## src/rtl/sram_arbiter.sv

```systemverilog
// sram_arbiter: two-requester round-robin front end for a single sram_controller.
// Each requester holds a level request. The arbiter latches the request fields, issues a
// single-cycle memRead/memWrite, follows the controller's ready low/high handshake and
// answers with a one-cycle ack. If the controller stalls, the watchdog answers with ack+err.
//
// Ports
//   clk, rst                 clock; synchronous active-low reset
//   rN_req/we/waddr/wdata    requester N command; held until rN_ack
//   rN_ack/err               requester N completion pulse / timeout flag (pulses with ack)
//   rN_rdata                 requester N registered read data; updated only by its reads
//   memRead/memWrite         single-cycle command to the controller
//   addrTarget/dataIn        latched halfword address and write data to the controller
//   dataOut/ready            controller read data and idle/done flag
//   busy/gnt_id              arbiter not idle / current (or most recent) owner
module sram_arbiter #(
    // Must be at least 1.
    parameter int unsigned TIMEOUT_CYC = 1023
) (
    input  logic        clk,
    input  logic        rst,
    input  logic        r0_req,
    input  logic        r0_we,
    input  logic [7:0]  r0_waddr,
    input  logic [31:0] r0_wdata,
    output logic        r0_ack,
    output logic        r0_err,
    output logic [31:0] r0_rdata,
    input  logic        r1_req,
    input  logic        r1_we,
    input  logic [7:0]  r1_waddr,
    input  logic [31:0] r1_wdata,
    output logic        r1_ack,
    output logic        r1_err,
    output logic [31:0] r1_rdata,
    output logic        memRead,
    output logic        memWrite,
    output logic [8:0]  addrTarget,
    output logic [31:0] dataIn,
    input  logic [31:0] dataOut,
    input  logic        ready,
    output logic        busy,
    output logic        gnt_id
);

    typedef enum logic [2:0] {StIdle, StIssue, StWaitLow, StWaitHigh, StResp} state_e;

    // Last wait cycle the watchdog allows; the abort happens on the edge that ends it.
    localparam logic [15:0] WdogLast = 16'(TIMEOUT_CYC - 1);

    state_e      state_q, state_d;
    logic        last_gnt_q, last_gnt_d;
    logic        gnt_q, gnt_d;
    logic        we_q, we_d;
    logic [8:0]  addr_q, addr_d;
    logic [31:0] data_q, data_d;
    logic [31:0] r0_rdata_q, r0_rdata_d;
    logic [31:0] r1_rdata_q, r1_rdata_d;
    logic        r0_ack_q, r0_ack_d;
    logic        r1_ack_q, r1_ack_d;
    logic        r0_err_q, r0_err_d;
    logic        r1_err_q, r1_err_d;
    logic [15:0] wdog_q, wdog_d;

    logic r0_elig, r1_elig;
    logic pick;
    logic wdog_hit;
    logic finish, timeout;

    // A requester being acked this cycle is still holding req; it must not win again yet.
    assign r0_elig  = r0_req & ~r0_ack_q;
    assign r1_elig  = r1_req & ~r1_ack_q;
    assign pick     = (r0_elig & r1_elig) ? ~last_gnt_q : r1_elig;
    assign wdog_hit = (wdog_q >= WdogLast);

    always_comb begin
        state_d    = state_q;
        last_gnt_d = last_gnt_q;
        gnt_d      = gnt_q;
        we_d       = we_q;
        addr_d     = addr_q;
        data_d     = data_q;
        r0_rdata_d = r0_rdata_q;
        r1_rdata_d = r1_rdata_q;
        r0_ack_d   = 1'b0;
        r1_ack_d   = 1'b0;
        r0_err_d   = 1'b0;
        r1_err_d   = 1'b0;
        wdog_d     = wdog_q;
        finish     = 1'b0;
        timeout    = 1'b0;

        case (state_q)
            StIdle: begin
                if (ready && (r0_elig || r1_elig)) begin
                    gnt_d      = pick;
                    last_gnt_d = pick;
                    we_d       = pick ? r1_we : r0_we;
                    addr_d     = {(pick ? r1_waddr : r0_waddr), 1'b0};
                    data_d     = pick ? r1_wdata : r0_wdata;
                    state_d    = StIssue;
                end
            end
            StIssue: begin
                wdog_d  = '0;
                state_d = StWaitLow;
            end
            StWaitLow: begin
                wdog_d = wdog_q + 16'd1;
                if (wdog_hit) begin
                    finish  = 1'b1;
                    timeout = 1'b1;
                end else if (!ready) begin
                    state_d = StWaitHigh;
                end
            end
            StWaitHigh: begin
                wdog_d = wdog_q + 16'd1;
                if (wdog_hit) begin
                    finish  = 1'b1;
                    timeout = 1'b1;
                end else if (ready) begin
                    state_d = StResp;
                end
            end
            StResp: begin
                finish = 1'b1;
            end
            default: begin
                state_d = StIdle;
            end
        endcase

        if (finish) begin
            state_d = StIdle;
            if (gnt_q) begin
                r1_ack_d = 1'b1;
                r1_err_d = timeout;
                if (!timeout && !we_q) r1_rdata_d = dataOut;
            end else begin
                r0_ack_d = 1'b1;
                r0_err_d = timeout;
                if (!timeout && !we_q) r0_rdata_d = dataOut;
            end
        end
    end

    always_ff @(posedge clk) begin
        if (!rst) begin
            state_q    <= StIdle;
            last_gnt_q <= 1'b1;
            gnt_q      <= 1'b0;
            we_q       <= 1'b0;
            addr_q     <= '0;
            data_q     <= '0;
            r0_rdata_q <= '0;
            r1_rdata_q <= '0;
            r0_ack_q   <= 1'b0;
            r1_ack_q   <= 1'b0;
            r0_err_q   <= 1'b0;
            r1_err_q   <= 1'b0;
            wdog_q     <= '0;
        end else begin
            state_q    <= state_d;
            last_gnt_q <= last_gnt_d;
            gnt_q      <= gnt_d;
            we_q       <= we_d;
            addr_q     <= addr_d;
            data_q     <= data_d;
            r0_rdata_q <= r0_rdata_d;
            r1_rdata_q <= r1_rdata_d;
            r0_ack_q   <= r0_ack_d;
            r1_ack_q   <= r1_ack_d;
            r0_err_q   <= r0_err_d;
            r1_err_q   <= r1_err_d;
            wdog_q     <= wdog_d;
        end
    end

    assign memRead    = (state_q == StIssue) & ~we_q;
    assign memWrite   = (state_q == StIssue) & we_q;
    assign busy       = (state_q != StIdle);
    assign gnt_id     = gnt_q;
    assign addrTarget = addr_q;
    assign dataIn     = data_q;
    assign r0_ack     = r0_ack_q;
    assign r1_ack     = r1_ack_q;
    assign r0_err     = r0_err_q;
    assign r1_err     = r1_err_q;
    assign r0_rdata   = r0_rdata_q;
    assign r1_rdata   = r1_rdata_q;

endmodule

```

## config.mk

```make
export PLATFORM = sky130hd
export DESIGN_NAME = sram_arbiter
export DESIGN_NICKNAME = d
export VERILOG_FILES = /design/src/rtl/sram_arbiter.sv
export SDC_FILE = /design/constraint.sdc
export NUM_CORES = 1
export LEC_CHECK = 0
export CORE_ASPECT_RATIO = 1.25
export CORE_MARGIN = 3
export CORE_UTILIZATION = 45
export CTS_CLUSTER_DIAMETER = 50
export CTS_CLUSTER_SIZE = 28
export DETAILED_ROUTE_END_ITERATION = 6
export GPL_ROUTABILITY_DRIVEN = 0
export HOLD_SLACK_MARGIN = 0.03
export PLACE_DENSITY = 0.94
export SLEW_MARGIN = 20
export SYNTH_ARGS = -nofsm -noshare
export SYNTH_HDL_FRONTEND = slang
export SYNTH_SLANG_ARGS = --single-unit
```

## constraint.sdc

```tcl
create_clock -name clk -period 2.8 [get_ports clk]
set_input_delay 0.56 -clock clk [delete_from_list [all_inputs] [get_ports clk]]
set_output_delay 0.56 -clock clk [all_outputs]
set_load 0.02 [all_outputs]
```

==> results of run 1 <==
==> power groups by stage <==
stage	sequential (W)	clock, W	combinational [W]
finish	0.00196	0.00220	0.000651
global route	0.00197	0.00231	0.000700
CTS	0.00196	0.00222	0.000652
detailed placement	0.00200	0	0.000646
global placement	0.00200	0	0.000638
floorplan	0.00207	0	0.000205
==> worst register-to-register path, stage by stage (launching register included) <==
cell	delay, ns
sky130_fd_sc_hd__dfxtp_1	0.45
sky130_fd_sc_hd__or3b_4	0.47
sky130_fd_sc_hd__nor3b_4	0.20
sky130_fd_sc_hd__buf_4	0.37
sky130_fd_sc_hd__nand2_1	0.15
sky130_fd_sc_hd__a21oi_1	0.19
==> state kept, by name, indices dropped and copies added, names as in the netlist <==
| register | count |
|---|---|
| r0_err | 1 |
| wdog_q | 16 |
| dataIn | 32 |
| we_q | 1 |
| r1_err | 1 |
| gnt_id | 1 |
| r0_rdata | 32 |
| addrTarget | 8 |
| state_q | 3 |
| last_gnt_q | 1 |
| r1_ack | 1 |
| r0_ack | 1 |
| r1_rdata | 32 |
==> logic make-up (layout without fill, tap and decap cells) <==
family,after synthesis,count (layout),synth area share
muxes,4,4,0.008252
DFF,130,130,0.5049
and+or+nand+nor,296,296,0.2466
AOI/OAI and AO/OA,175,175,0.1876
adders and majority gates,2,2,0.004854
buffers and inverters,54,279,0.04709
other,1,1,0.0007275
==> synthesized netlist by cell type (all sizes together), types with 3 or more instances <==
library cell,n
dfxtp,130
buf,15
inv,5
clkbuf,34
nor2,15
or3,5
nand4,5
and3,3
a31oi,44
nor3,3
o211ai,5
a21oi,75
nand3,12
and2,4
o21ai,44
nand2b,7
nand2,226
nand3b,4
==> path summary, 6_finish.rpt <==
kind / from / to / slack (ns) / cells after the start
hold reg to reg: r1_rdata[30]$_SDFFE_PN0P_ / r1_rdata[30]$_SDFFE_PN0P_ / 0.45 / 2
hold / removal: r1_rdata[30]$_SDFFE_PN0P_ / r1_rdata[30]$_SDFFE_PN0P_ / 0.45 / 2
setup / recovery: state_q[1]$_SDFFE_PP0P_ / memWrite / 0.18 / 3
setup reg to reg: state_q[2]$_SDFFE_PP0P_ / r1_rdata[17]$_SDFFE_PN0P_ / 0.88 / 5
==> final cells by class <==
type	count	area (sq um)
flip-flops and latches	130	2603
repair buffers	243	2437
clock inverters	11	126.4
fillers	761	2998
inverters	5	18.77
multi-input cells	478	2318
well taps	135	168.9
clock buffers	20	466.7
==> layer usage <==
metal  vias to the layer above  routed length (microns)
met2                       278                     8080
met3                        50                     1498
li1                       2671                        -
met4                         0                      629
met5                         -                        0
met1                      2565                     6103
==> metrics by stage <==
stage | util | hold slack (ns) | worst slack (ns) | instances | total power, W
finish | 0.7308 | 0.4530 | 0.1838 | 1022 | 0.004815
global route | 0.7308 | 0.4662 | 0.1207 | 1022 | 0.004977
CTS | 0.7306 | 0.4546 | 0.03820 | 1022 | 0.004838
detailed placement | 0.6773 | 0.4462 | 0.4900 | 991 | 0.002645
global placement | 0.6773 | 0.4408 | 0.5180 | 991 | 0.002635
floorplan | - | 0.4484 | 0.8245 | 662 | 0.002276
==> run metrics, run 1 <==
nets in the synthesized netlist just under 800; most used flip-flop cell after synthesis sky130_fd_sc_hd__dfxtp_1; switching share of power 0.2444; class of the tightest hold or removal check reg2reg; Area growth syn-to-layout 57.89%; Worst Setup Start Kind flip-flop; Layout Nets 996; met2 Use GR 0.4260; PwrDens 591.6 nW/um^2; diode count 0; Placement Rows 43; met3 demand-to-capacity share in global routing 0.1042; buffer type at the clock tree root sky130_fd_sc_hd__clkbuf_16; internal power summed over all cells about 0.0036 W; share of final-layout standard cells stronger than drive strength 1 0.05862; top cell family by delay on the critical path simple AND/OR/NAND/NOR gates; worst path buffer plus inverter count 1; final worst path period need about 2.6 ns; length of the first detailed-routing pass in iterations 5; logic gate share of total power 0.135; transition time of the tightest slew-check pin 0.5533 ns; final setup vio count 0; cts bufs inserted 17; cell area after placement 7543 sq um; via count of the first global-routing pass ~5400; gate count of the mapped netlist 662; quantity of hold-fixing buffers added after cts 0; Max Cap Viol 0; maximum fanout count along the critical path 11; cell taking the most area after synthesis sky130_fd_sc_hd__dfxtp_1; global route total overflow 0; critical path start-end classification reg2out; overall die height between 100 and 150 microns; Static Leak roughly 3 nW; total vias in the final route about 5600; YS warnings 0; run status complete, no violations; top library cells by usage in the layout, fill and taps aside 230 x sky130_fd_sc_hd__clkdlybuf4s50_1, 226 x sky130_fd_sc_hd__nand2_1, 130 x sky130_fd_sc_hd__dfxtp_1; Initial DRC Count 316; sum of negative setup slack 0 ns; number of failing hold endpoints at the final stage 0; count of flip-flops with a built-in enable after synthesis 0; DPL Wire Length 10830 microns; post-synthesis average cell area 7.787 sq um; async set or reset register ratio after synthesis 0; met1 layer usage reported by global route 0.2798; remaining max-slew budget at the tightest pin 0.6312; clock slew seen by the registers of the worst setup and hold paths approximately 0.06 ns; maximum root-to-sink buffer count 2; cell area after synthesis just over 5000 sq um; post-CTS sizing 0; final std cell area, no fill between 8000 and 9000 sq um; Die Outline Area around 13000 sq um; most common cell after layout, fill and taps aside sky130_fd_sc_hd__clkdlybuf4s50_1; cell breakdown of the critical path or3b_4, nor2_1, clkdlybuf4s50_1; area of the placeable core ~11000 sq um; Seq/Total Area, Yosys 0.5049; longest individual stage delay on the worst path roughly 0.6 ns; Period Utilization, post-route 0.9343; number of antenna violations at the first check in global routing 0; critical path arrival ~2.1 ns; routed wirelength normalized by instance count ~16 microns; Reg power frac 0.408; Post CTS Setup Buffer Count 0; Psw about 0.0012 W; Clock Skews 0.01956 ns; pin count of the biggest net entering global routing a little over 80; fraction of post-synthesis cell area in the top cell type by area 0.5049; busiest grt layer met2; global-route total usage across every layer 0.2555; synth unique cells 38; maximum level of the CTS H-tree 4; fmax between 300 and 400 MHz; number of sinks handled by clock tree synthesis 130; top area cells in the synthesized netlist sky130_fd_sc_hd__dfxtp_1 50%, sky130_fd_sc_hd__nand2_1 16%, sky130_fd_sc_hd__a21oi_1 7.3%; width of the die about 100 microns; setup repair after global routing missed its margin false; Post-DRT Antenna Nets 0; TritonCTS clock tree built; library cell contributing the largest single delay on the critical path sky130_fd_sc_hd__clkdlybuf4s50_1; Slew Limit Fails 0; DRC Markers 0; clock share of power 0.457; clock insertion delay at the later pin of the skew report about 0.42 ns; Via density around 5.4; Total Wirelength 16310 microns; data required time of the critical path roughly 2.2 ns; wire length of the first global-routing pass between 20000 and 30000 microns; Critical Path Sink Type primary output; initial core utilization 0.4629; count of state elements after synthesis 130; port bufs 230; total I/O pin count between 200 and 250; worst IR drop on VDD roughly 0.00038 V
(Power assumes the default switching activity.)
==> inputs of run 2 (changes only) <==
--- a/config.mk
+++ b/config.mk
@@ -5,15 +5,17 @@
 export SDC_FILE = /design/constraint.sdc
 export NUM_CORES = 1
 export LEC_CHECK = 0
+export CELL_PAD_IN_SITES_DETAIL_PLACEMENT = 1
+export CELL_PAD_IN_SITES_GLOBAL_PLACEMENT = 2
 export CORE_ASPECT_RATIO = 1.25
 export CORE_MARGIN = 3
-export CORE_UTILIZATION = 45
+export CORE_UTILIZATION = 24
 export CTS_CLUSTER_DIAMETER = 50
 export CTS_CLUSTER_SIZE = 28
 export DETAILED_ROUTE_END_ITERATION = 6
 export GPL_ROUTABILITY_DRIVEN = 0
 export HOLD_SLACK_MARGIN = 0.03
-export PLACE_DENSITY = 0.94
+export PLACE_DENSITY = 0.93
 export SLEW_MARGIN = 20
 export SYNTH_ARGS = -nofsm -noshare
 export SYNTH_HDL_FRONTEND = slang
==> run 2 against run 1 <==
Net effect:
- count of clock-buffer cells in the layout down 2
- first-iteration DRC count down 48%
- critical endpoint unchanged
- sequential cell count unchanged
- highest routed layer unchanged
- clock power up 4%
- register-to-register slack worse by 0.05 ns
- clock skew down 0.012 ns
- sequential power about the same
- critical path type unchanged
- maximum frequency down 0.19%
- cell count up 14%
- combinational power about the same
- die area up 82%
==> run metrics, run 2 (same netlist as run 1, synthesis figures left out) <==
run status complete, no violations (unchanged); Max Cap Viol 0 (unchanged); fmax 381.5 MHz (was 382.2 MHz); switching share of power 0.2519 (was 0.2444); cts bufs inserted 17 (unchanged); Post CTS Setup Buffer Count 0 (unchanged); transition time of the tightest slew-check pin 0.8065 ns (was 0.5533 ns); final worst path period need 2.621 ns (was 2.616 ns); total chip power 0.004902 W (was 0.004815 W); Static Leak 2.921 nW (was 2.933 nW); setup repair after global routing missed its margin false (unchanged); number of failing hold endpoints at the final stage 0 (unchanged); class of the tightest hold or removal check reg2reg (unchanged); Hold Path Origin r1_rdata[8]$_SDFFE_PN0P_ (was r1_rdata[30]$_SDFFE_PN0P_); Slew Limit Fails 0 (unchanged); DRC Markers 0 (unchanged); DPL Wire Length 12740 microns (was 10830 microns); logic gate share of total power 0.133 (was 0.135); buffer type at the clock tree root sky130_fd_sc_hd__clkbuf_16 (unchanged); via count of the first global-routing pass 5412 (was 5392); beginning of the critical path state_q[1]$_SDFFE_PP0P_ (unchanged); maximum fanout count along the critical path 11 (unchanged); PwrDens 590.8 nW/um^2 (was 591.6 nW/um^2); Reg power frac 0.401 (was 0.408); length of the first detailed-routing pass in iterations 4 (was 5); Clock Skews 0.007426 ns (was 0.01956 ns); overall die height 169.9 microns (was 125.7 microns); initial core utilization 0.2459 (was 0.4629); area of the placeable core 20970 sq um (was 11140 sq um); width of the die 137.1 microns (was 101.7 microns); global-route total usage across every layer 0.1527 (was 0.2555); quantity of hold-fixing buffers added after cts 0 (unchanged); wire length of the first global-routing pass 28420 microns (was 25920 microns); number of sinks handled by clock tree synthesis 130 (unchanged); top library cells by usage in the layout, fill and taps aside 229 x sky130_fd_sc_hd__clkdlybuf4s50_1, 226 x sky130_fd_sc_hd__nand2_1, 130 x sky130_fd_sc_hd__dfxtp_1 (was 230 x sky130_fd_sc_hd__clkdlybuf4s50_1, 226 x sky130_fd_sc_hd__nand2_1, 130 x sky130_fd_sc_hd__dfxtp_1); number of antenna violations at the first check in global routing 0 (unchanged); clock slew seen by the registers of the worst setup and hold paths 0.06 ns (about the same); share of final-layout standard cells stronger than drive strength 1 0.05756 (was 0.05862); Total Wirelength 18020 microns (was 16310 microns); Critical Path Sink Type primary output (unchanged); TritonCTS clock tree built (unchanged); Worst Setup Start Kind flip-flop (unchanged); Psw 0.001235 W (was 0.001177 W); Area growth syn-to-layout 60.95% (was 57.89%); Via density 4.622 (was 5.444); cell area after placement 7685 sq um (was 7543 sq um); remaining max-slew budget at the tightest pin 0.4623 (was 0.6312); diode count 0 (unchanged); critical path arrival 2.06 ns (about the same); Placement Rows 59 (was 43); total I/O pin count 232 (unchanged); Die Outline Area 23280 sq um (was 12780 sq um); most common cell after layout, fill and taps aside sky130_fd_sc_hd__clkdlybuf4s50_1 (unchanged); Initial DRC Count 165 (was 316); post-CTS sizing 0 (unchanged); sum of negative setup slack 0 ns (unchanged); Post-DRT Antenna Nets 0 (unchanged); Layout Nets 994 (was 996); data required time of the critical path 2.24 ns (about the same); worst IR drop on VDD 0.0004042 V (was 0.0003782 V); final std cell area, no fill 8297 sq um (was 8139 sq um); pin count of the biggest net entering global routing 74 (was 81); clock share of power 0.466 (was 0.457); internal power summed over all cells 0.003667 W (was 0.003638 W); total vias in the final route 5361 (was 5564); Period Utilization, post-route 0.9361 (was 0.9343); routed wirelength normalized by instance count 15.54 microns (was 15.96 microns); maximum level of the CTS H-tree 4 (unchanged); maximum root-to-sink buffer count 2 (unchanged); final setup vio count 0 (unchanged); critical path start-end classification reg2out (unchanged); startpoint of the worst-slack reg-to-reg timing path state_q[1]$_SDFFE_PP0P_ (was state_q[2]$_SDFFE_PP0P_); global route total overflow 0 (unchanged); port bufs 230 (unchanged); fill cell total of the finished layout 2520 (was 761); clock insertion delay at the later pin of the skew report 0.41 ns (was 0.42 ns)
==> run 2: cell count changes in the layout (fill, tap and decap cells not counted) <==
cell | previous run | this run
sky130_fd_sc_hd__buf_4 | 10 | 9
sky130_fd_sc_hd__buf_12 | 3 | 2
sky130_fd_sc_hd__clkbuf_1 | 0 | 1
sky130_fd_sc_hd__inv_6 | 3 | 2
sky130_fd_sc_hd__bufinv_16 | 2 | 3
sky130_fd_sc_hd__clkinv_2 | 3 | 2
sky130_fd_sc_hd__buf_2 | 0 | 1
sky130_fd_sc_hd__clkbuf_8 | 3 | 0
sky130_fd_sc_hd__clkdlybuf4s50_1 | 230 | 229
sky130_fd_sc_hd__clkinv_4 | 2 | 5
sky130_fd_sc_hd__inv_8 | 0 | 1
==> run 2: final timing paths <==
| kind | endpoint | slack, ns | cells past startpoint |
|---|---|---|---|
| max | memWrite | 0.18 | 3 |
| min | r1_rdata[8]$_SDFFE_PN0P_ | 0.45 | 2 |
| max reg2reg | addrTarget[1]$_SDFFE_PN0P_ | 0.83 | 5 |
| min reg2reg | r1_rdata[8]$_SDFFE_PN0P_ | 0.45 | 2 |
==> run 2: power groups by stage <==
stage	Clock (W)	Combinational [W]	Sequential, W
6_report	0.00229	0.000651	0.00196
2_1_floorplan	0	0.000205	0.00207
3_3_place_gp	0	0.000655	0.00200
4_1_cts	0.00235	0.000664	0.00196
3_5_place_dp	0	0.000660	0.00200
5_1_grt	0.00246	0.000710	0.00197
==> run 2: final cells by class <==
cell class / instances / area [sq um] / area share
Timing Repair Buffer: 241 / 2405 / 0.2899
Tap cell: 274 / 342.8 / 0.04132
Inverter: 5 / 18.77 / 0.002262
Sequential cell: 130 / 2603 / 0.3137
Multi-Input combinational cell: 478 / 2318 / 0.2794
Clock inverter: 14 / 180.2 / 0.02172
Clock buffer: 18 / 429.2 / 0.05173
==> run 2: worst max-delay path: stages (launching register included) <==
cell	delay [ns]
sky130_fd_sc_hd__dfxtp_1	0.41
sky130_fd_sc_hd__or3b_4	0.50
sky130_fd_sc_hd__nor2_1	0.13
sky130_fd_sc_hd__clkdlybuf4s50_1	0.61
==> run 2: per-layer routing <==
| layer | global-route usage | vias up | share of wire |
|---|---|---|---|
| met2 | 0.2570 | 165 | 0.49 |
| li1 | - | 2668 | - |
| met1 | 0.1795 | 2511 | 0.42 |
| met4 | 0.04297 | 0 | 0.014 |
| met3 | 0.06062 | 17 | 0.083 |
| met5 | 0 | - | 0 |
==> run 2: stage by stage <==
stage               hold WS [ns]  instances  worst slack [ns]  utilization
global placement          0.4408       1128            0.5019       0.3666
floorplan                 0.4484        662            0.8245            -
CTS                       0.4554       1160           0.01808       0.3956
finish                    0.4512       1160            0.1789       0.3957
global route              0.4690       1160           0.05492       0.3957
detailed placement        0.4473       1128            0.4591       0.3666
==> variant 1, RTL diff (settings of run 2) <==
Remove the register `r0_err_q`: a continuous assignment takes its place, so the output `r0_err` follows one clock earlier.
--- a/src/rtl/sram_arbiter.sv
+++ b/src/rtl/sram_arbiter.sv
@@ -156,7 +156,6 @@
             r1_rdata_q <= '0;
             r0_ack_q   <= 1'b0;
             r1_ack_q   <= 1'b0;
-            r0_err_q   <= 1'b0;
             r1_err_q   <= 1'b0;
             wdog_q     <= '0;
         end else begin
@@ -170,11 +169,12 @@
             r1_rdata_q <= r1_rdata_d;
             r0_ack_q   <= r0_ack_d;
             r1_ack_q   <= r1_ack_d;
-            r0_err_q   <= r0_err_d;
             r1_err_q   <= r1_err_d;
             wdog_q     <= wdog_d;
         end
     end
+
+    assign r0_err_q = r0_err_d;
 
     assign memRead    = (state_q == StIssue) & ~we_q;
     assign memWrite   = (state_q == StIssue) & we_q;
Formal check against the unedited RTL: same outputs for any inputs over 10 cycles, from zero or initial values and one cycle with rst low; that may be too few to reach the edited logic, so the function may still have changed.
==> variant 1 against run 2 <==
Die area up 3.2%. Routed wire length rose by 3.6%. Via count is 3.2% higher. Power up 15%. Sequential cell count down 1. Design area grew 2.2%. Worst setup slack worse by 0.0047 ns. Clock skew barely moved. Sequential power up 8%. Area after synthesis up 3.3%. Worst hold slack is essentially flat.
==> variant 1: results <==
{
  "outcome": "finished clean",
  "grt_util_met1_pct": 18.53,
  "syn_to_final_growth_pct": 59.20,
  "drt_first_iter_violations": 219,
  "min_to": "r0_rdata[12]",
  "placed_cell_area_um2": 7874,
  "met1_length_mm": 8.232,
  "reg2reg_from": "state_q[2]",
  "ir_worst_vdd_uv": 391.5,
  "reg2reg_slack_ns": 0.94,
  "ys_seq_area_share_pct": 48.48,
  "syn_nets": 791,
  "holdCritStartpoint": "r0_rdata[12]",
  "grt_pass1_wl_mm": 30.01,
  "power_switching_share_pct": 30.04,
  "via_count": 5533,
  "fill_cells": 2578,
  "cp_max_fo": 9,
  "leakage_nw": 3.060,
  "use_met2_pct": 26.01,
  "max_slew_margin_pct": 51.67,
  "wl_met3_mm": 1.389,
  "grt_use_total_pct": 15.42,
  "synth_fa_ha_area_share_pct": 0.4698,
  "grt_start_max_net_pins": 57,
  "yosysUniqueCellTypes": 44,
  "pre_cts_ws_ns": 0.4012,
  "routed_via_density": 4.717,
  "fin_skew_ns": 0.007101
}
-- variant 1: changes by cell type after synthesis, sizes merged, moves of 3 or more --
cell	before	now
or3	5	2
buf	15	18
a21boi	0	55
nor3	3	7
nor2	15	10
a21oi	75	18
nand4b	0	3
nand3	12	15
o21ai	44	48
-- variant 1: area by class of cell --
cell class | count | area share [%]
well taps | 279 | 4.117
repair buffers | 244 | 28.67
clock buffers | 19 | 5.342
flip-flops and latches | 129 | 30.46
clock inverters | 13 | 1.756
inverters | 6 | 0.2656
multi-input cells | 483 | 29.39
-- variant 1: what timing repair did --
item | 4_1_cts | 5_1_grt
cloned | 0 | 0
setup endpoints to repair | 3 | 1
resized for setup | 3 | 1
hold endpoints to repair | 0 | 0
-- variant 1: worst max-delay path: stages, from the launching register on --
cell,delay [ns]
dfxtp_1,0.43
or3b_4,0.50
nor2_1,0.12
clkdlybuf4s50_1,0.60
-- variant 1: how the worst max path moves through the flow --
stage / slack [ns] / endpoint / from / cells past startpoint
after CTS: 0.11 / memRead / state_q[0] / 3
after global placement: 0.41 / r0_err / wdog_q[0] / 7
after global routing: 0.06 / memWrite / state_q[0] / 3
after detailed placement: 0.40 / r0_err / wdog_q[0] / 7
after floorplan: 0.83 / r0_err / state_q[1] / 5
final: 0.17 / memWrite / state_q[0] / 3
-- variant 1: logic make-up (layout without fill, tap and decap cells) --
family	Yosys count	in the layout
and+or+nand+nor	298	298
AOI/OAI and AO/OA	179	179
DFF	129	129
buffers and inverters	58	282
muxes	3	3
adders and majority gates	2	2
other	1	1
-- variant 1: power groups by stage --
stage	clock network (mW)	registers, mW	logic (mW)
2_1_floorplan	0	2.28	0.489
3_3_place_gp	0	2.14	1.28
3_5_place_dp	0	2.15	1.28
4_1_cts	2.35	2.11	1.29
5_1_grt	2.42	2.14	1.40
6_report	2.27	2.11	1.27
==> variant 2, RTL diff (config.mk and constraints of run 2) <==
Without the edit above. `TIMEOUT_CYC`: 1023 -> 767.
--- a/src/rtl/sram_arbiter.sv
+++ b/src/rtl/sram_arbiter.sv
@@ -14,7 +14,7 @@
 //   busy/gnt_id              arbiter not idle / current (or most recent) owner
 module sram_arbiter #(
     // Must be at least 1.
-    parameter int unsigned TIMEOUT_CYC = 1023
+    parameter int unsigned TIMEOUT_CYC = 767
 ) (
     input  logic        clk,
     input  logic        rst,
Behaviour: same outputs for any inputs over 10 cycles, from zero or initial values and one cycle with rst low; that may be too few to reach the edited logic, so the function may still have changed.
==> variant 2 against run 2 <==
Routed wire length is 1.3% higher. Sequential cell count stayed put. Clock skew is 0.0038 ns higher. Combinational power is 1% higher. Global-route usage is 0.26 points higher. Worst setup slack better by 0.17 ns. Area after synthesis hardly changed. Design area is 0.56% higher. Cell count is 0.17% higher. Count of clock-buffer cells in the layout is 2 higher. Register-to-register slack better by 0.10 ns. Power is 0.24% lower.
==> variant 2: results <==
{
  "grt_pass1_wl_mm": 28.79,
  "post_cts_buffers": 0,
  "first_global_vias": 5636,
  "ys_seq_area_share_pct": 50.45,
  "ys_async_sr_fraction_pct": 0,
  "grt_antenna_before_repair": 1,
  "routed_wirelength_mm": 18.25,
  "grt_util_met1_pct": 17.14,
  "hold_path_class": "flop to flop",
  "firstDrtPassIters": 4,
  "clockBufferDepth": 2,
  "ir_worst_vdd_uv": 391.3,
  "worst_path_max_delay_cell": "clkdlybuf4s50_1",
  "via_count": 5429,
  "outcome": "finished clean",
  "grt_use_total_pct": 15.53,
  "clk_latency_ns": 0.41,
  "fin_nets": 996,
  "dpl.hpwl_mm": 12.82,
  "fin_skew_ns": 0.01127,
  "syn_nets": 780,
  "grtUsageMet3_pct": 7.156,
  "worstPathArrival_ns": 1.89,
  "critPathMaxStageDelay_ns": 0.65,
  "cts_buffers": 17,
  "cts-resized-gates": 0,
  "yosysUniqueCellTypes": 49,
  "drive_above_1_share_pct": 6.201,
  "synthTopCellsByArea": "dfxtp_1 50%, nand2_1 16%, a21oi_1 7.2%",
  "ys_warn_count": 0,
  "grt_start_max_net_pins": 50,
  "portBuffers": 230,
  "htree_levels": 4,
  "clock-root-buffer": "clkbuf_16",
  "synth_ff_type": "dfxtp_1",
  "synth_common_cells": "221 x nand2_1, 130 x dfxtp_1, 74 x a21oi_1, 44 x o21ai_0, 43 x a31oi_1",
  "use_met2_pct": 26.92,
  "leakage_nw": 2.922,
  "drt_first_iter_violations": 196,
  "cts.clk_slew.worst_paths_ns": 0.05,
  "cp_max_fo": 8,
  "path_delay_family": "buffers and inverters"
}
variant 2: worst paths after layout:
check        depth (start not counted)            to  slack [ns]        start
max                                  4      memWrite        0.35   state_q[1]
min                                  2   r1_rdata[6]        0.45  r1_rdata[6]
max reg2reg                          5  r1_rdata[18]        0.93   state_q[2]
min reg2reg                          2   r1_rdata[6]        0.45  r1_rdata[6]
variant 2: final cells by class:
| cell class | count | area (um^2) |
|---|---|---|
| inverters | 5 | 18.77 |
| fillers | 2509 | 12620 |
| flip-flops and latches | 130 | 2603 |
| well taps | 274 | 342.8 |
| diodes | 1 | 2.502 |
| multi-input cells | 475 | 2326 |
| repair buffers | 246 | 2450 |
| clock inverters | 11 | 153.9 |
| clock buffers | 20 | 446.7 |
variant 2: metrics by stage:
step                      hold WS, ns  instances  setup WS (ns)  instance area [um^2]
after floorplan                0.4484        659         0.9355                  5159
after global placement         0.4410       1130         0.4973                  7737
after detailed placement       0.4483       1130         0.4635                  7737
after CTS                      0.4558       1161        0.01559                  8338
after global routing           0.4677       1162         0.1959                  8343
final                          0.4499       1162         0.3502                  8343
variant 2: kinds of logic (layout without fill, tap and decap cells):
logic type	count (synthesis)	in the layout	synth area share, %
AOI/OAI and AO/OA	179	179	19.60
adders and majority gates	2	2	0.4850
buffers and inverters	54	282	4.705
DFF	130	130	50.45
muxes	2	2	0.4123
other	1	2	0.07269
and+or+nand+nor	291	291	24.28
variant 2: per-layer routing:
metal	vias up	share of wire [%]	wire length [um]
met2	177	49	8932
li1	2678	-	-
met3	19	9.2	1688
met5	-	0	0
met4	0	1.6	283
met1	2555	40	7347
variant 2: power by group:
part	switching, mW	internal, mW	leakage [nW]
Combinational	0.321	0.337	1.58
Sequential	0.0458	1.92	1.06
Clock	0.839	1.43	0.287
variant 2: tightest hold or removal path, cell delays in order (launching register included):
cell     delay, ns
dfxtp_1       0.30
nand2_1       0.05
a21oi_1       0.05
